## config.mk

```make
export PLATFORM = sky130hd
export DESIGN_NAME = ps2_scan_filter
export DESIGN_NICKNAME = d
export VERILOG_FILES = /design/src/rtl/ps2_scan_filter.sv
export SDC_FILE = /design/constraint.sdc
export NUM_CORES = 1
export LEC_CHECK = 0
export CELL_PAD_IN_SITES_DETAIL_PLACEMENT = 1
export CELL_PAD_IN_SITES_GLOBAL_PLACEMENT = 2
export CORE_UTILIZATION = 29
export DETAILED_ROUTE_END_ITERATION = 10
export GPL_ROUTABILITY_DRIVEN = 0
export PLACE_DENSITY = 0.74
export SYNTH_ARGS = -nofsm -noshare
export SYNTH_HDL_FRONTEND = slang
export SYNTH_SLANG_ARGS = --single-unit
```

## constraint.sdc

```tcl
create_clock -name clk -period 2.1 [get_ports clk]
set_input_delay 0.42 -clock clk [delete_from_list [all_inputs] [get_ports clk]]
set_output_delay 0.42 -clock clk [all_outputs]
set_load 0.05 [all_outputs]
```

## src/rtl/ps2_scan_filter.sv

```systemverilog
// PS/2 set-2 scan-code filter: turns the raw byte stream into one key event per key action.
// Optional typematic repeat suppression is enabled by defining SCAN_FILTER_REPEAT_SUPPRESS_EN.
module ps2_scan_filter #(
  parameter int TIMEOUT_CYCLES = 100_000,
  parameter bit REPORT_BREAKS  = 1'b1,
  parameter int PAUSE_LEN      = 7
) (
  input  logic       clk,
  input  logic       reset,
  input  logic       ready,
  input  logic [7:0] data_in,
  output logic       key_valid,
  output logic [7:0] key_code,
  output logic       key_ext,
  output logic       key_break,
  output logic       proto_err
);

  localparam int CNT_W  = (TIMEOUT_CYCLES > 2) ? $clog2(TIMEOUT_CYCLES) : 1;
  localparam int SKIP_W = (PAUSE_LEN > 1) ? $clog2(PAUSE_LEN + 1) : 1;
  localparam logic [CNT_W-1:0]  CNT_MAX  = CNT_W'(TIMEOUT_CYCLES - 1);
  localparam logic [SKIP_W-1:0] SKIP_LEN = SKIP_W'(PAUSE_LEN);

  typedef enum logic [2:0] {
    ST_IDLE  = 3'd0,
    ST_E0    = 3'd1,
    ST_F0    = 3'd2,
    ST_E0F0  = 3'd3,
    ST_PAUSE = 3'd4
  } state_t;

  function automatic logic is_prefix(input logic [7:0] b);
    return (b == 8'hE0) || (b == 8'hE1) || (b == 8'hF0);
  endfunction

  function automatic logic is_fake_shift(input logic [7:0] b);
    return (b == 8'h12) || (b == 8'h59);
  endfunction

  function automatic logic is_reply(input logic [7:0] b);
    return (b == 8'hFA) || (b == 8'hAA) || (b == 8'hEE) || (b == 8'hFC) || (b == 8'hFD);
  endfunction

  state_t            state_q, state_d;
  logic [CNT_W-1:0]  cnt_q, cnt_d;
  logic [SKIP_W-1:0] skip_q, skip_d;
  logic              ready_q;
  logic              key_valid_q, proto_err_q, key_ext_q, key_break_q;
  logic [7:0]        key_code_q;

  logic accept_s, emit_s, emit_ext_s, emit_brk_s, err_s, suppress_s, fire_s;

  assign accept_s = ready & ~ready_q;

  // Byte decode and prefix timeout; an accepted byte always takes priority over expiry.
  always_comb begin
    state_d    = state_q;
    skip_d     = skip_q;
    cnt_d      = cnt_q;
    emit_s     = 1'b0;
    emit_ext_s = 1'b0;
    emit_brk_s = 1'b0;
    err_s      = 1'b0;
    if (accept_s) begin
      cnt_d = '0;
      case (state_q)
        ST_IDLE: begin
          if (data_in == 8'hE0) begin
            state_d = ST_E0;
          end else if (data_in == 8'hF0) begin
            state_d = ST_F0;
          end else if (data_in == 8'hE1) begin
            state_d = ST_PAUSE;
            skip_d  = SKIP_LEN;
          end else if (is_reply(data_in)) begin
            state_d = ST_IDLE;
          end else if ((data_in == 8'h00) || (data_in == 8'hFF)) begin
            err_s = 1'b1;
          end else begin
            emit_s = 1'b1;
          end
        end
        ST_E0: begin
          state_d = ST_IDLE;
          if (data_in == 8'hF0) begin
            state_d = ST_E0F0;
          end else if (is_fake_shift(data_in)) begin
            state_d = ST_IDLE;
          end else if (is_prefix(data_in)) begin
            err_s = 1'b1;
          end else begin
            emit_s     = 1'b1;
            emit_ext_s = 1'b1;
          end
        end
        ST_F0: begin
          state_d = ST_IDLE;
          if (is_prefix(data_in)) begin
            err_s = 1'b1;
          end else begin
            emit_s     = 1'b1;
            emit_brk_s = 1'b1;
          end
        end
        ST_E0F0: begin
          state_d = ST_IDLE;
          if (is_prefix(data_in)) begin
            err_s = 1'b1;
          end else if (is_fake_shift(data_in)) begin
            state_d = ST_IDLE;
          end else begin
            emit_s     = 1'b1;
            emit_ext_s = 1'b1;
            emit_brk_s = 1'b1;
          end
        end
        ST_PAUSE: begin
          if (skip_q <= SKIP_W'(1)) begin
            state_d = ST_IDLE;
            skip_d  = '0;
          end else begin
            skip_d = skip_q - SKIP_W'(1);
          end
        end
        default: begin
          state_d = ST_IDLE;
          skip_d  = '0;
        end
      endcase
    end else if (state_q != ST_IDLE) begin
      if (cnt_q >= CNT_MAX) begin
        err_s   = 1'b1;
        state_d = ST_IDLE;
        skip_d  = '0;
        cnt_d   = '0;
      end else begin
        cnt_d = cnt_q + CNT_W'(1);
      end
    end else begin
      cnt_d = '0;
    end
  end

`ifdef SCAN_FILTER_REPEAT_SUPPRESS_EN
  logic       store_vld_q;
  logic [8:0] store_key_q;
  logic       store_hit_s;

  // Match of the current event against the last held make (ext bit + code).
  always_comb begin
    store_hit_s = store_vld_q && (store_key_q == {emit_ext_s, data_in});
    suppress_s  = emit_s && !emit_brk_s && store_hit_s;
  end

  // Last-make store: a make replaces it, the matching break releases it.
  always_ff @(posedge clk) begin
    if (reset) begin
      store_vld_q <= 1'b0;
      store_key_q <= 9'h000;
    end else if (emit_s && emit_brk_s) begin
      if (store_hit_s) begin
        store_vld_q <= 1'b0;
      end else begin
        store_vld_q <= store_vld_q;
      end
    end else if (emit_s) begin
      store_vld_q <= 1'b1;
      store_key_q <= {emit_ext_s, data_in};
    end else begin
      store_vld_q <= store_vld_q;
    end
  end
`else
  assign suppress_s = 1'b0;
`endif

  assign fire_s = emit_s && !suppress_s && (REPORT_BREAKS || !emit_brk_s);

  // FSM state, timeout counter and registered outputs.
  always_ff @(posedge clk) begin
    if (reset) begin
      state_q     <= ST_IDLE;
      cnt_q       <= '0;
      skip_q      <= '0;
      ready_q     <= 1'b0;
      key_valid_q <= 1'b0;
      proto_err_q <= 1'b0;
      key_code_q  <= 8'h00;
      key_ext_q   <= 1'b0;
      key_break_q <= 1'b0;
    end else begin
      state_q     <= state_d;
      cnt_q       <= cnt_d;
      skip_q      <= skip_d;
      ready_q     <= ready;
      key_valid_q <= fire_s;
      proto_err_q <= err_s;
      if (fire_s) begin
        key_code_q  <= data_in;
        key_ext_q   <= emit_ext_s;
        key_break_q <= emit_brk_s;
      end
    end
  end

  assign key_valid = key_valid_q;
  assign key_code  = key_code_q;
  assign key_ext   = key_ext_q;
  assign key_break = key_break_q;
  assign proto_err = proto_err_q;

endmodule
```

==> summary.md, run 1 <==
| Metric | Value |
|---|---|
| Status | `finished, final reports clean` |
| Num Clock Sinks | `36` |
| Syn Nets | `249` |
| XOR/XNOR share of the synthesized area | `0.0749` |
| Worst setup SP type | `flip-flop` |
| Combinational family with the most area after synthesis | `simple AND/OR/NAND/NOR gates` |
| R2r setup slk | `30 ps` |
| Adder-cell share of the synthesized area | `0.0201` |
| Setup WS post-layout | `28.8 ps` |
| Pre-Repair DR Iteration Count | `4` |
| Setup TNS | `0 ps` |
| Sw frac | `0.250` |
| Hold WS | `485 ps` |
| Clock root buffer | `clkbuf_8` |
| Min-delay src | `key_code[5]$_SDFFE_PP0P_` |
| Dominant synthesized flop cell | `dfxtp_1` |
| Slew margin rel. | `0.625` |
| Synthesis Warnings | `0` |
| FP Rows | `28` |
| Largest net degree at the start of global routing | `18` |
| Share of layout cells above drive strength 1 | `0.227` |
| Worst R2R Path Depth | `6` |
| Vias in the first global route | `1889` |
| Setup slack at placement | `-373 ps` |
| Tot GR Track Use | `0.163` |
| Gr ovfl total | `0` |
| Cts bufs inserted | `5` |
| CP max FO | `17` |
| Syn Inst Count | `235` |
| Fmax | `0.483 GHz` |
| CP Data Required Time | `2320 ps` |
| Sequential Area | `721 um2` |
| First-pass GRT wire length | `8.42 mm` |
| Clock latency on the worst-skew pair | `290 ps` |
| Detailed Route WL | `5.11 mm` |
| Ant diodes | `0` |
| Worst min path class | `reg -> reg` |
| Synthesized flop and latch total | `36` |
| Fin. Hold Viols | `0` |
| Area Overhead vs Synth | `43.2%` |
| CTS tree | `yes` |
| Switching power | `380 uW` |
| Crit path DAT | `2300 ps` |
| Worst Tran Pin Value | `559 ps` |
| Hold depth | `2` |
| Leakage | `0.00103 uW` |
| Compound-gate portion of the synthesized area | `0.165` |
| Clock-pin slew on the worst setup and hold paths | `80 ps` |
| Die Width | `82.3 um` |
| Critical Path Sink Type | `flip-flop` |
| Clk pwr share | `0.404` |
| Commonest cells after routing, fill and taps aside | `buf_4, dfxtp_1, nor2_1, nand2_1, nand3_1` |
| Most common cell after layout, fill and taps aside | `buf_4` |
| Mux contribution to synthesized area | `0.00535` |
| PD cells | `567 mW/mm2` |
| DR iter-0 viols | `23` |
| Max cap viols | `0` |
| Sequential area share after synthesis | `0.385` |
| Max VDD drop | `272 uV` |
| EDFF count, synth | `0` |
| Clock Skew | `9.59 ps` |
| Vias per std cell | `5.00` |
| Core area | `0.00606 mm2` |
| # IOs | `23` |
| Clock Path Buffers | `2` |
| Filler cells | `725` |
| Wire per inst | `13.8 um` |
| Vert. Die Dim | `82.3 um` |
| Worst R2R Start | `cnt_q[11]$_SDFF_PP0_` |
| Unique masters post-synth | `43` |
| Worst hold path endpoint | `key_code[5]$_SDFFE_PP0P_` |
| Vias | `1849` |
| Worst Path Class, Setup | `reg -> reg` |
| DPL Wire Length | `3.80 mm` |
| Sequential Power Share | `0.461` |
| Area of the multi-input gates | `0.00115 mm2` |
| Max Slew Vio Count | `0` |
| Comb power frac | `0.135` |
| IO Port Bufs | `22` |
| Post-Syn Area per Cell | `7.97 um2` |
| Nets | `308` |
| FF-to-FF End | `cnt_q[15]$_SDFF_PP0_` |
| Residual DRC | `0` |
| Simple-gate area share of the yosys netlist | `0.301` |
| Synth async-reset ratio | `0` |
| Finish-stage setup viols | `0` |
| Initial antenna violation count | `0` |
| CTS H-tree lvls | `2` |
| Die area | `0.00678 mm2` |
| Final Critical Period | `2070 ps` |
| Internal Power | `1140 uW` |
| Starting density of the core | `0.309` |
| Final Cycle Share | `0.986` |
| Antenna Violating Nets Remaining | `0` |
| Cell area after synthesis | `0.00187 mm2` |
-- area by class of cell --
type	instances	area share
clock buffers	6	0.0271
clock inverters	2	0.0131
inverters	6	0.00840
multi-input cells	180	0.430
flip-flops and latches	36	0.269
well taps	75	0.0350
repair buffers	65	0.218
-- timing repair --
item	CTS	global route
setup buffers	0	1
hold buffers	0	0
resized for setup	2	29
setup endpoints to repair	17	31
pin swaps	0	2
cloned	0	1
-- stage by stage --
| step | cells | utilization | total power [uW] | cell area, um2 |
|---|---|---|---|---|
| 5_1_grt | 370 | 0.442 | 1570 | 2680 |
| 6_report | 370 | 0.442 | 1520 | 2680 |
| 3_5_place_dp | 360 | 0.402 | 913 | 2440 |
| 3_3_place_gp | 360 | 0.402 | 911 | 2440 |
| 4_1_cts | 368 | 0.422 | 1530 | 2560 |
| 2_1_floorplan | 235 | - | 813 | 1870 |
-- power by group through the flow --
stage               clock network (uW)  registers (uW)  logic (uW)
floorplan                            0             753        59.2
global placement                     0             716         195
detailed placement                   0             716         197
CTS                                631             700         198
global route                       647             701         220
finish                             614             700         205
-- how the worst max path moves through the flow --
stage,start,to,cells past startpoint
2_1_floorplan,cnt_q[12]$_SDFF_PP0_,cnt_q[9]$_SDFF_PP0_,7
3_3_place_gp,data_in[0],key_code[6]$_SDFFE_PP0P_,6
3_5_place_dp,data_in[0],key_code[1]$_SDFFE_PP0P_,6
4_1_cts,cnt_q[11]$_SDFF_PP0_,cnt_q[15]$_SDFF_PP0_,6
5_1_grt,cnt_q[11]$_SDFF_PP0_,cnt_q[6]$_SDFF_PP0_,6
6_report,cnt_q[11]$_SDFF_PP0_,cnt_q[15]$_SDFF_PP0_,6
-- logic make-up after synthesis --
kind of cell,after synthesis
fa+ha+maj,3
simple gates,111
mux,1
flops,36
xor+xnor,16
compound gates,49
buf+inv,19
-- cells in the mapped netlist (all sizes together), types with 4 or more instances --
cell	n	share of area
nor2b	5	0.017
dfxtp	36	0.39
inv	6	0.012
and3	4	0.013
xnor2	8	0.037
nor4b	4	0.019
nand3	17	0.045
clkbuf	11	0.022
o21ai	17	0.045
nor3	9	0.024
nor2	35	0.070
nand2	17	0.034
a21oi	12	0.032
xor2	8	0.037
-- sequential cells by signal, summed over array words and instances (netlist names) --
signal and count:
cnt_q 17, key_break 1, key_code 8, key_ext 1, key_valid 1, proto_err 1
ready_q 1, skip_q 3, state_q 3
-- worst max-delay path, stage by stage (launching register included) --
cell and delay, ps:
dfxtp_1 320, or4_4 550, a41oi_2 240, o2bb2ai_4 110
or4b_4 510, buf_12 170, nor2_1 110
-- layer usage --
layer  track usage  wire length (um)  vias up
li1              -                 -      939
met1         0.188              2400      880
met2         0.294              2520       22
met3        0.0341               118        8
met4        0.0579                69        0
met5             0                 0        -
Note: power is estimated with default switching activity, not from simulation.
==> run 2: changes to the inputs <==
--- a/config.mk
+++ b/config.mk
@@ -11,6 +11,7 @@
 export DETAILED_ROUTE_END_ITERATION = 10
 export GPL_ROUTABILITY_DRIVEN = 0
 export PLACE_DENSITY = 0.74
+export SLEW_MARGIN = 20
 export SYNTH_ARGS = -nofsm -noshare
 export SYNTH_HDL_FRONTEND = slang
 export SYNTH_SLANG_ARGS = --single-unit
==> results of run 2 <==
Final layout, timing and power as in run 1 (identical DEF).
